[src/rtl/branch_rs_scheduler.sv]
`default_nettype none
// ============================================================================
// Module   : branch_rs_scheduler
// Brief    : Branch reservation station with oldest-ready issue into a
//            one-deep execute register feeding a combinational branch unit,
//            plus a registered, ROB-tagged result stage.
// Revision : 1.0 - initial release
// ============================================================================
module branch_rs_scheduler #(
  parameter int DEPTH = 4,
  parameter int TAG_W = 4
) (
  input  logic             clk,
  input  logic             rst,
  input  logic             flush,
  input  logic             disp_valid,
  output logic             disp_ready,
  input  logic [TAG_W-1:0] disp_rob_tag,
  input  logic [2:0]       disp_branch_type,
  input  logic [31:0]      disp_pc,
  input  logic [31:0]      disp_imm,
  input  logic [31:0]      disp_rs1_val,
  input  logic [31:0]      disp_rs2_val,
  input  logic [TAG_W-1:0] disp_rs1_tag,
  input  logic [TAG_W-1:0] disp_rs2_tag,
  input  logic             disp_rs1_rdy,
  input  logic             disp_rs2_rdy,
  input  logic             disp_pred_taken,
  input  logic [31:0]      disp_pred_target,
  input  logic             cdb_valid,
  input  logic [TAG_W-1:0] cdb_tag,
  input  logic [31:0]      cdb_value,
  output logic [31:0]      bu_rs1_val,
  output logic [31:0]      bu_rs2_val,
  output logic [31:0]      bu_pc,
  output logic [31:0]      bu_imm,
  output logic [31:0]      bu_predicted_target,
  output logic [2:0]       bu_branch_type,
  output logic             bu_predicted_taken,
  input  logic             bu_taken,
  input  logic             bu_mispredict,
  input  logic [31:0]      bu_target,
  input  logic [31:0]      bu_correct_pc,
  output logic             res_valid,
  output logic [TAG_W-1:0] res_rob_tag,
  output logic             res_taken,
  output logic             res_mispredict,
  output logic [31:0]      res_target,
  output logic [31:0]      res_correct_pc
);

  localparam int IDX_W = $clog2(DEPTH);

  typedef struct packed {
    logic [TAG_W-1:0] rob_tag;
    logic [2:0]       btype;
    logic [31:0]      pc;
    logic [31:0]      imm;
    logic [31:0]      rs1_val;
    logic [TAG_W-1:0] rs1_tag;
    logic             rs1_rdy;
    logic [31:0]      rs2_val;
    logic [TAG_W-1:0] rs2_tag;
    logic             rs2_rdy;
    logic             pred_taken;
    logic [31:0]      pred_target;
  } entry_t;

  typedef struct packed {
    logic [TAG_W-1:0] rob_tag;
    logic [2:0]       btype;
    logic [31:0]      pc;
    logic [31:0]      imm;
    logic [31:0]      rs1_val;
    logic [31:0]      rs2_val;
    logic             pred_taken;
    logic [31:0]      pred_target;
  } ex_t;

  typedef struct packed {
    logic [TAG_W-1:0] rob_tag;
    logic             taken;
    logic             mispredict;
    logic [31:0]      target;
    logic [31:0]      correct_pc;
  } res_t;

  // Station storage. older_q[i][j] = 1 means entry i was dispatched before
  // entry j; the relation is rewritten on every dispatch, so it never wraps.
  logic [DEPTH-1:0] valid_q, valid_d;
  entry_t           ent_q   [DEPTH];
  entry_t           ent_d   [DEPTH];
  logic [DEPTH-1:0] older_q [DEPTH];
  logic [DEPTH-1:0] older_d [DEPTH];

  logic             ex_valid_q, ex_valid_d;
  ex_t              ex_q, ex_d;
  logic             res_valid_q, res_valid_d;
  res_t             res_q, res_d;

  logic             disp_fire;
  logic [IDX_W-1:0] free_idx;
  entry_t           new_ent;
  logic [DEPTH-1:0] eligible;
  logic             blocked;
  logic             issue_any;
  logic [IDX_W-1:0] issue_idx;

  assign disp_ready = ~&valid_q;
  assign disp_fire  = disp_valid & disp_ready & ~flush;

  // Lowest-index free slot and the incoming entry with dispatch-cycle wakeup.
  always_comb begin
    free_idx = '0;
    for (int i = DEPTH - 1; i >= 0; i--) begin
      if (!valid_q[i]) free_idx = IDX_W'(i);
    end
    new_ent.rob_tag     = disp_rob_tag;
    new_ent.btype       = disp_branch_type;
    new_ent.pc          = disp_pc;
    new_ent.imm         = disp_imm;
    new_ent.rs1_tag     = disp_rs1_tag;
    new_ent.rs2_tag     = disp_rs2_tag;
    new_ent.pred_taken  = disp_pred_taken;
    new_ent.pred_target = disp_pred_target;
    new_ent.rs1_rdy     = disp_rs1_rdy;
    new_ent.rs1_val     = disp_rs1_val;
    new_ent.rs2_rdy     = disp_rs2_rdy;
    new_ent.rs2_val     = disp_rs2_val;
    if (!disp_rs1_rdy && cdb_valid && (cdb_tag == disp_rs1_tag)) begin
      new_ent.rs1_rdy = 1'b1;
      new_ent.rs1_val = cdb_value;
    end
    if (!disp_rs2_rdy && cdb_valid && (cdb_tag == disp_rs2_tag)) begin
      new_ent.rs2_rdy = 1'b1;
      new_ent.rs2_val = cdb_value;
    end
  end

  // Oldest-ready select: an eligible entry wins if no other eligible entry is older.
  always_comb begin
    eligible  = '0;
    blocked   = 1'b0;
    issue_any = 1'b0;
    issue_idx = '0;
    for (int i = 0; i < DEPTH; i++) begin
      eligible[i] = valid_q[i] & ent_q[i].rs1_rdy & ent_q[i].rs2_rdy;
    end
    for (int i = 0; i < DEPTH; i++) begin
      blocked = 1'b0;
      for (int j = 0; j < DEPTH; j++) begin
        if (eligible[j] && older_q[j][i]) blocked = 1'b1;
      end
      if (eligible[i] && !blocked) begin
        issue_any = 1'b1;
        issue_idx = IDX_W'(i);
      end
    end
  end

  // Station next state: wakeup, free on issue, allocate on dispatch, flush wins.
  always_comb begin
    valid_d = valid_q;
    ent_d   = ent_q;
    older_d = older_q;
    for (int i = 0; i < DEPTH; i++) begin
      if (valid_q[i] && cdb_valid) begin
        if (!ent_q[i].rs1_rdy && (ent_q[i].rs1_tag == cdb_tag)) begin
          ent_d[i].rs1_rdy = 1'b1;
          ent_d[i].rs1_val = cdb_value;
        end
        if (!ent_q[i].rs2_rdy && (ent_q[i].rs2_tag == cdb_tag)) begin
          ent_d[i].rs2_rdy = 1'b1;
          ent_d[i].rs2_val = cdb_value;
        end
      end
    end
    if (issue_any) valid_d[issue_idx] = 1'b0;
    if (disp_fire) begin
      valid_d[free_idx] = 1'b1;
      ent_d[free_idx]   = new_ent;
      older_d[free_idx] = '0;
      for (int j = 0; j < DEPTH; j++) begin
        if (j != int'(free_idx)) older_d[j][free_idx] = 1'b1;
      end
    end
    if (flush) valid_d = '0;
  end

  // Execute register loads the winner; result register captures the branch unit.
  always_comb begin
    ex_valid_d = issue_any & ~flush;
    ex_d       = ex_q;
    if (issue_any && !flush) begin
      ex_d.rob_tag     = ent_q[issue_idx].rob_tag;
      ex_d.btype       = ent_q[issue_idx].btype;
      ex_d.pc          = ent_q[issue_idx].pc;
      ex_d.imm         = ent_q[issue_idx].imm;
      ex_d.rs1_val     = ent_q[issue_idx].rs1_val;
      ex_d.rs2_val     = ent_q[issue_idx].rs2_val;
      ex_d.pred_taken  = ent_q[issue_idx].pred_taken;
      ex_d.pred_target = ent_q[issue_idx].pred_target;
    end
    res_valid_d = ex_valid_q & ~flush;
    res_d       = res_q;
    if (ex_valid_q && !flush) begin
      res_d.rob_tag    = ex_q.rob_tag;
      res_d.taken      = bu_taken;
      res_d.mispredict = bu_mispredict;
      res_d.target     = bu_target;
      res_d.correct_pc = bu_correct_pc;
    end
  end

  // Station state registers.
  always_ff @(posedge clk or posedge rst) begin
    if (rst) begin
      valid_q <= '0;
      for (int i = 0; i < DEPTH; i++) begin
        ent_q[i]   <= '0;
        older_q[i] <= '0;
      end
    end else begin
      valid_q <= valid_d;
      for (int i = 0; i < DEPTH; i++) begin
        ent_q[i]   <= ent_d[i];
        older_q[i] <= older_d[i];
      end
    end
  end

  // Execute and result pipeline registers.
  always_ff @(posedge clk or posedge rst) begin
    if (rst) begin
      ex_valid_q  <= 1'b0;
      ex_q        <= '0;
      res_valid_q <= 1'b0;
      res_q       <= '0;
    end else begin
      ex_valid_q  <= ex_valid_d;
      ex_q        <= ex_d;
      res_valid_q <= res_valid_d;
      res_q       <= res_d;
    end
  end

  assign bu_rs1_val          = ex_q.rs1_val;
  assign bu_rs2_val          = ex_q.rs2_val;
  assign bu_pc               = ex_q.pc;
  assign bu_imm              = ex_q.imm;
  assign bu_predicted_target = ex_q.pred_target;
  assign bu_branch_type      = ex_q.btype;
  assign bu_predicted_taken  = ex_q.pred_taken;

  assign res_valid      = res_valid_q;
  assign res_rob_tag    = res_q.rob_tag;
  assign res_taken      = res_q.taken;
  assign res_mispredict = res_q.mispredict;
  assign res_target     = res_q.target;
  assign res_correct_pc = res_q.correct_pc;

endmodule
`default_nettype wire

[config.mk]
export PLATFORM = sky130hd
export DESIGN_NAME = branch_rs_scheduler
export DESIGN_NICKNAME = d
export VERILOG_FILES = /design/src/rtl/branch_rs_scheduler.sv
export SDC_FILE = /design/constraint.sdc
export NUM_CORES = 2
export LEC_CHECK = 0
export BUFFER_PORTS_ARGS = -buffer_cell sky130_fd_sc_hd__buf_4
export CAP_MARGIN = 15
export CORE_UTILIZATION = 55
export CTS_CLUSTER_SIZE = 14
export DETAILED_ROUTE_END_ITERATION = 12
export GPL_TIMING_DRIVEN = 0
export PLACE_DENSITY = 0.76
export SYNTH_ARGS = -nofsm -noshare
export SYNTH_HDL_FRONTEND = slang
export SYNTH_SLANG_ARGS = --single-unit
[constraint.sdc]
create_clock -name clk -period 32.3 [get_ports clk]
set_clock_uncertainty 0.05 [all_clocks]
set_input_delay 1.615 -clock clk [delete_from_list [all_inputs] [get_ports clk]]
set_output_delay 1.615 -clock clk [all_outputs]
set_load 0.02 [all_outputs]
After elaboration in Yosys (flattened, before gate mapping):

Cells that the tools add are included.

* bits in registers: 972
* bits of input ports: 285
* word-level logic and storage cells: 250

* magnitude comparators: 7
* equality and inequality tests: 13
* muxes and demuxes: 79
* bitwise operators: 24
* reduce and logical (&&, ||, !) cells: 59

Operators with widths (count)
* $bwmux W712: 1
* $mux W641: 1
* $mux W178: 3
* $mux W32: 14
* $bmux W178 S2: 1
* $demux W178 S2: 1
* $mux W33: 4
* $logic_and A1 B1 Y1: 41
* $eq A4 B4 Y1: 10
* $mux W1: 37
* $mux W4: 8
* $or A4 B4 Y4: 5
* $and A16 B16 Y16: 1
* $logic_not A1 Y1: 16
* $not A16 Y16: 1
* $and A1 B1 Y1: 12
* $mux W2: 6
* $demux W4 S2: 1
* $ge A3 B3 Y1 const B: 2
* $lt A2 B3 Y1 const B: 2
* $not A2 Y3: 2
* $and A4 B4 Y4: 1
* $demux W1 S2: 2
* $ge A2 B1 Y1 const B: 2
* 7 further kinds: 8

Longest topological paths before layout:

* depth in word-level cells: 22
* depth in mapped cells: 9
* mapped depth without buffers: 5

Least setup slack after synthesis:

OpenSTA, ideal clock, no wires.

* path kind: input-to-reg
* start point: input cdb_tag[0]
* end point: register ent_q[275] (netlist name)
* library setup time: 0.147 ns
* arrival: 3.152 ns
* data required time: 32.103 ns
* setup slack: 28.951 ns
* stages: 7
* path buffers: 2
* cell sequence: buf_4 inv_2 a211o_1 or4_4 o22ai_4 buf_4 a222oi_1

RTL lines
* start, declared: line 31 `input logic [TAG_W-1:0] cdb_tag,`
* end signal, assigned by index: line 226 `ent_q[i] <= ent_d[i];`
* end, declared: line 91 `entry_t ent_q [DEPTH];`

Worst setup path after layout:

* start point: input flush
* end point: register ent_q[641] (netlist name)

* longest elaborated chain between the ends: 2

Ends and longest elaborated chain
* start, declared: line 15 `input logic flush,`
* $not A1 Y1: line 110 `assign disp_fire = disp_valid & disp_ready & ~flush;`
* $and A1 B1 Y1: line 110

Every way passes these cells.
A chain may end at the register's enable or synchronous reset.

==> impl_metrics.env <==
export IMPL_finalHoldViolCount=0
export IMPL_dpl_cell_area_um2=48680
export IMPL_finalCritPeriodShare_pct=11.67
export IMPL_finalNetCount=5419
export IMPL_fin_cells=6267
export IMPL_clk_pin_slew_ns=0.06
export IMPL_setup_worst_path_start="flush"
export IMPL_rows=102
export IMPL_grt_setup_unrepaired="false"
export IMPL_ir_drop_uv=46.06
export IMPL_fin_crit_ns=3.769
export IMPL_max_stage_delay_ns=0.84
export IMPL_finalWirelength_um=139700
export IMPL_power_density_nw_per_um2=76.75
export IMPL_syn_nets=4788
export IMPL_netlist_top_cells_count="nand2_1, dfrtp_1, inv_1, clkbuf_1, buf_4"
export IMPL_ys_ff_latch=972
export IMPL_fin_tns_setup_ns=0
export IMPL_first_iter_violations=4363
export IMPL_grt_pass1_wl_um=211300
export IMPL_num_io_pins=521
export IMPL_slew_headroom_pct=21.37
export IMPL_dieArea_um2=79700
export IMPL_startpoint_type="primary input"
export IMPL_synth_cell_types=45
export IMPL_endpoint_kind="register"
export IMPL_clk_path_buf_depth=3
export IMPL_fin_area_um2=52230
export IMPL_outcome="completed"
export IMPL_post_route_util_pct=67.31
export IMPL_max_freq_ghz=0.2653
export IMPL_yosysMostFrequentCell="nand2_1"
export IMPL_drv_slew=0
export IMPL_path_common_cell="nand2_1"
export IMPL_netlist_area_um2=43220
export IMPL_cp_required_ns=32.84
export IMPL_path_cells="buf_4 > nand2b_4 > nor2_1 > clkbuf_1 > buf_1 > nand2_1 > nand2_1"
export IMPL_netlist_area_leader_share_pct=56.28
export IMPL_clock_root_buffer="clkbuf_16"
export IMPL_portBuffers=518
export IMPL_cts_resized_gates=0
export IMPL_async_flop_share_pct=100.0
export IMPL_numCtsBuffers=101
export IMPL_drc_errors=0
export IMPL_gp_congestion=0.9246
export IMPL_p_leak_nw=26.56
export IMPL_pre_cts_slack_ns=27.65
export IMPL_syn_avg_cell_area_um2=9.597
export IMPL_ys_seq_area_share_pct=56.28
export IMPL_grt_ovfl_total=0
export IMPL_fp_dieH_um=282.3
export IMPL_synth_cells=4503
export IMPL_drv_cap=0
export IMPL_holdWs_ns=0.4152
export IMPL_die_w_um=282.3
export IMPL_postCtsSetupBuffers=0
export IMPL_ys_flop_type="dfrtp_1"
export IMPL_drt_pass1_iterations=12
export IMPL_grt_max_degree=127
export IMPL_drive_above_1_share_pct=20.38
export IMPL_start_util_pct=55.70
export IMPL_cp_slowest_cell="clkbuf_1"
export IMPL_grt_pass1_vias=36460
export IMPL_vias=36987
export IMPL_setup_viol=0
export IMPL_cts_tree="done"
export IMPL_cts_sinks=972
export IMPL_dp_cells=6071
export IMPL_synth_edf_count=0
export IMPL_path_max_fanout=10
export IMPL_core_area_um2=77590
export IMPL_vias_per_cell=5.902
export IMPL_antenna_found_initial=26
export IMPL_cts_max_level=3
export IMPL_grt_use_total_pct=34.83
export IMPL_wl_per_cell_um=22.30
export IMPL_ctsHoldBuffers=0
export IMPL_yosysWarnings=0
export IMPL_clk_latency_ns=0.66
export IMPL_crit_arrival_ns=4.31
export IMPL_synth_largest_area_cell="dfrtp_1"
export IMPL_postRouteAntennaNets=0
export IMPL_place_hpwl_um=93630
export IMPL_hp_class="reg2reg"
export IMPL_setup_slack_ns=28.53
export IMPL_reg2reg_from="ent_q[426]$_DFF_PP0_"
export IMPL_report_power_total_mw=4.009
export IMPL_synth_area_top_cells="dfrtp_1, nand2_1, buf_4"
export IMPL_area_growth_syn_to_layout_pct=20.85
export IMPL_hold_start="ent_q[489]$_DFFE_PP0P_"
export IMPL_path_class="in2reg"
export IMPL_tightest_slew_ns=1.179
==> where the power goes <==
part           total (mW)  internal [mW]  switching (mW)
Sequential           1.69           1.51           0.180
Combinational        1.08          0.516           0.567
Clock                1.24          0.742           0.494
==> placed cells by master, fill, tap and decap left out, drive strengths merged, types with 159 or more instances in the layout <==
cell type and instances:
buf 811, clkbuf 354, and2 177, inv 238, a211oi 168, nor2 159, o31ai 168, o22ai 178
nand2 1507, dfrtp 972
==> cell type report <==
cell class,instances,area (µm²)
Buffer,484,2653
Fill cell,6255,25370
Inverter,238,900.9
Clock inverter,32,445.4
Antenna cell,11,27.53
Clock buffer,153,3078
Sequential cell,972,24320
Timing Repair Buffer,528,4151
Tap cell,1040,1301
Multi-Input combinational cell,2809,15350
==> cells by family (layout without fill, tap and decap cells) <==
kind of cell / Yosys count / count (layout) / synth area share [%]
AOI/OAI and AO/OA: 807 / 807 / 15.05
other: 0 / 11 / 0
muxes: 70 / 70 / 1.824
xor gates and xnor gates: 34 / 34 / 0.6891
buffers and inverters: 722 / 1435 / 8.205
DFF: 972 / 972 / 56.28
and+or+nand+nor: 1898 / 1898 / 17.95
==> state kept, by name (all words and copies together) (netlist names), named ones only <==
| register | cells |
|---|---|
| bu_branch_type | 3 |
| res_valid | 1 |
| bu_predicted_taken | 1 |
| res_target | 32 |
| valid_q | 4 |
| res_mispredict | 1 |
| ent_q | 712 |
| ex_q | 4 |
| res_correct_pc | 32 |
| bu_pc | 32 |
| res_rob_tag | 4 |
| ex_valid_q | 1 |
| bu_rs1_val | 32 |
| res_taken | 1 |
| bu_predicted_target | 32 |
| bu_imm | 32 |
| bu_rs2_val | 32 |
| older_q | 8 |
==> final timing paths <==
kind | depth (start not counted) | to | slack [ns]
max in group asynchronous | 6 | ent_q[495]$_DFFE_PP0P_ | 28.55
worst max-delay path | 7 | ent_q[641]$_DFFE_PP0P_ | 28.53
worst max register to register | 6 | bu_rs2_val[10]$_DFFE_PP0P_ | 28.87
min in group asynchronous | 2 | res_target[8]$_DFFE_PP0P_ | 1.03
worst min register to register | 2 | ent_q[489]$_DFFE_PP0P_ | 0.42
worst min-delay path | 2 | ent_q[489]$_DFFE_PP0P_ | 0.42
==> worst max-delay path, delay by kind of cell <==
kind,cells,cell delay [ns]
AND/OR/NAND/NOR,4,1.16
buffers and inverters,3,1.53
==> layer usage <==
layer	global-route usage, %	vias up	share of wire (%)
li1	-	16450	-
met5	0	-	0.13
met3	9.408	451	9.9
met4	17.64	28	5.3
met1	44.52	18134	38
met2	54.65	1924	47
Power figures use the tool's default switching activity.
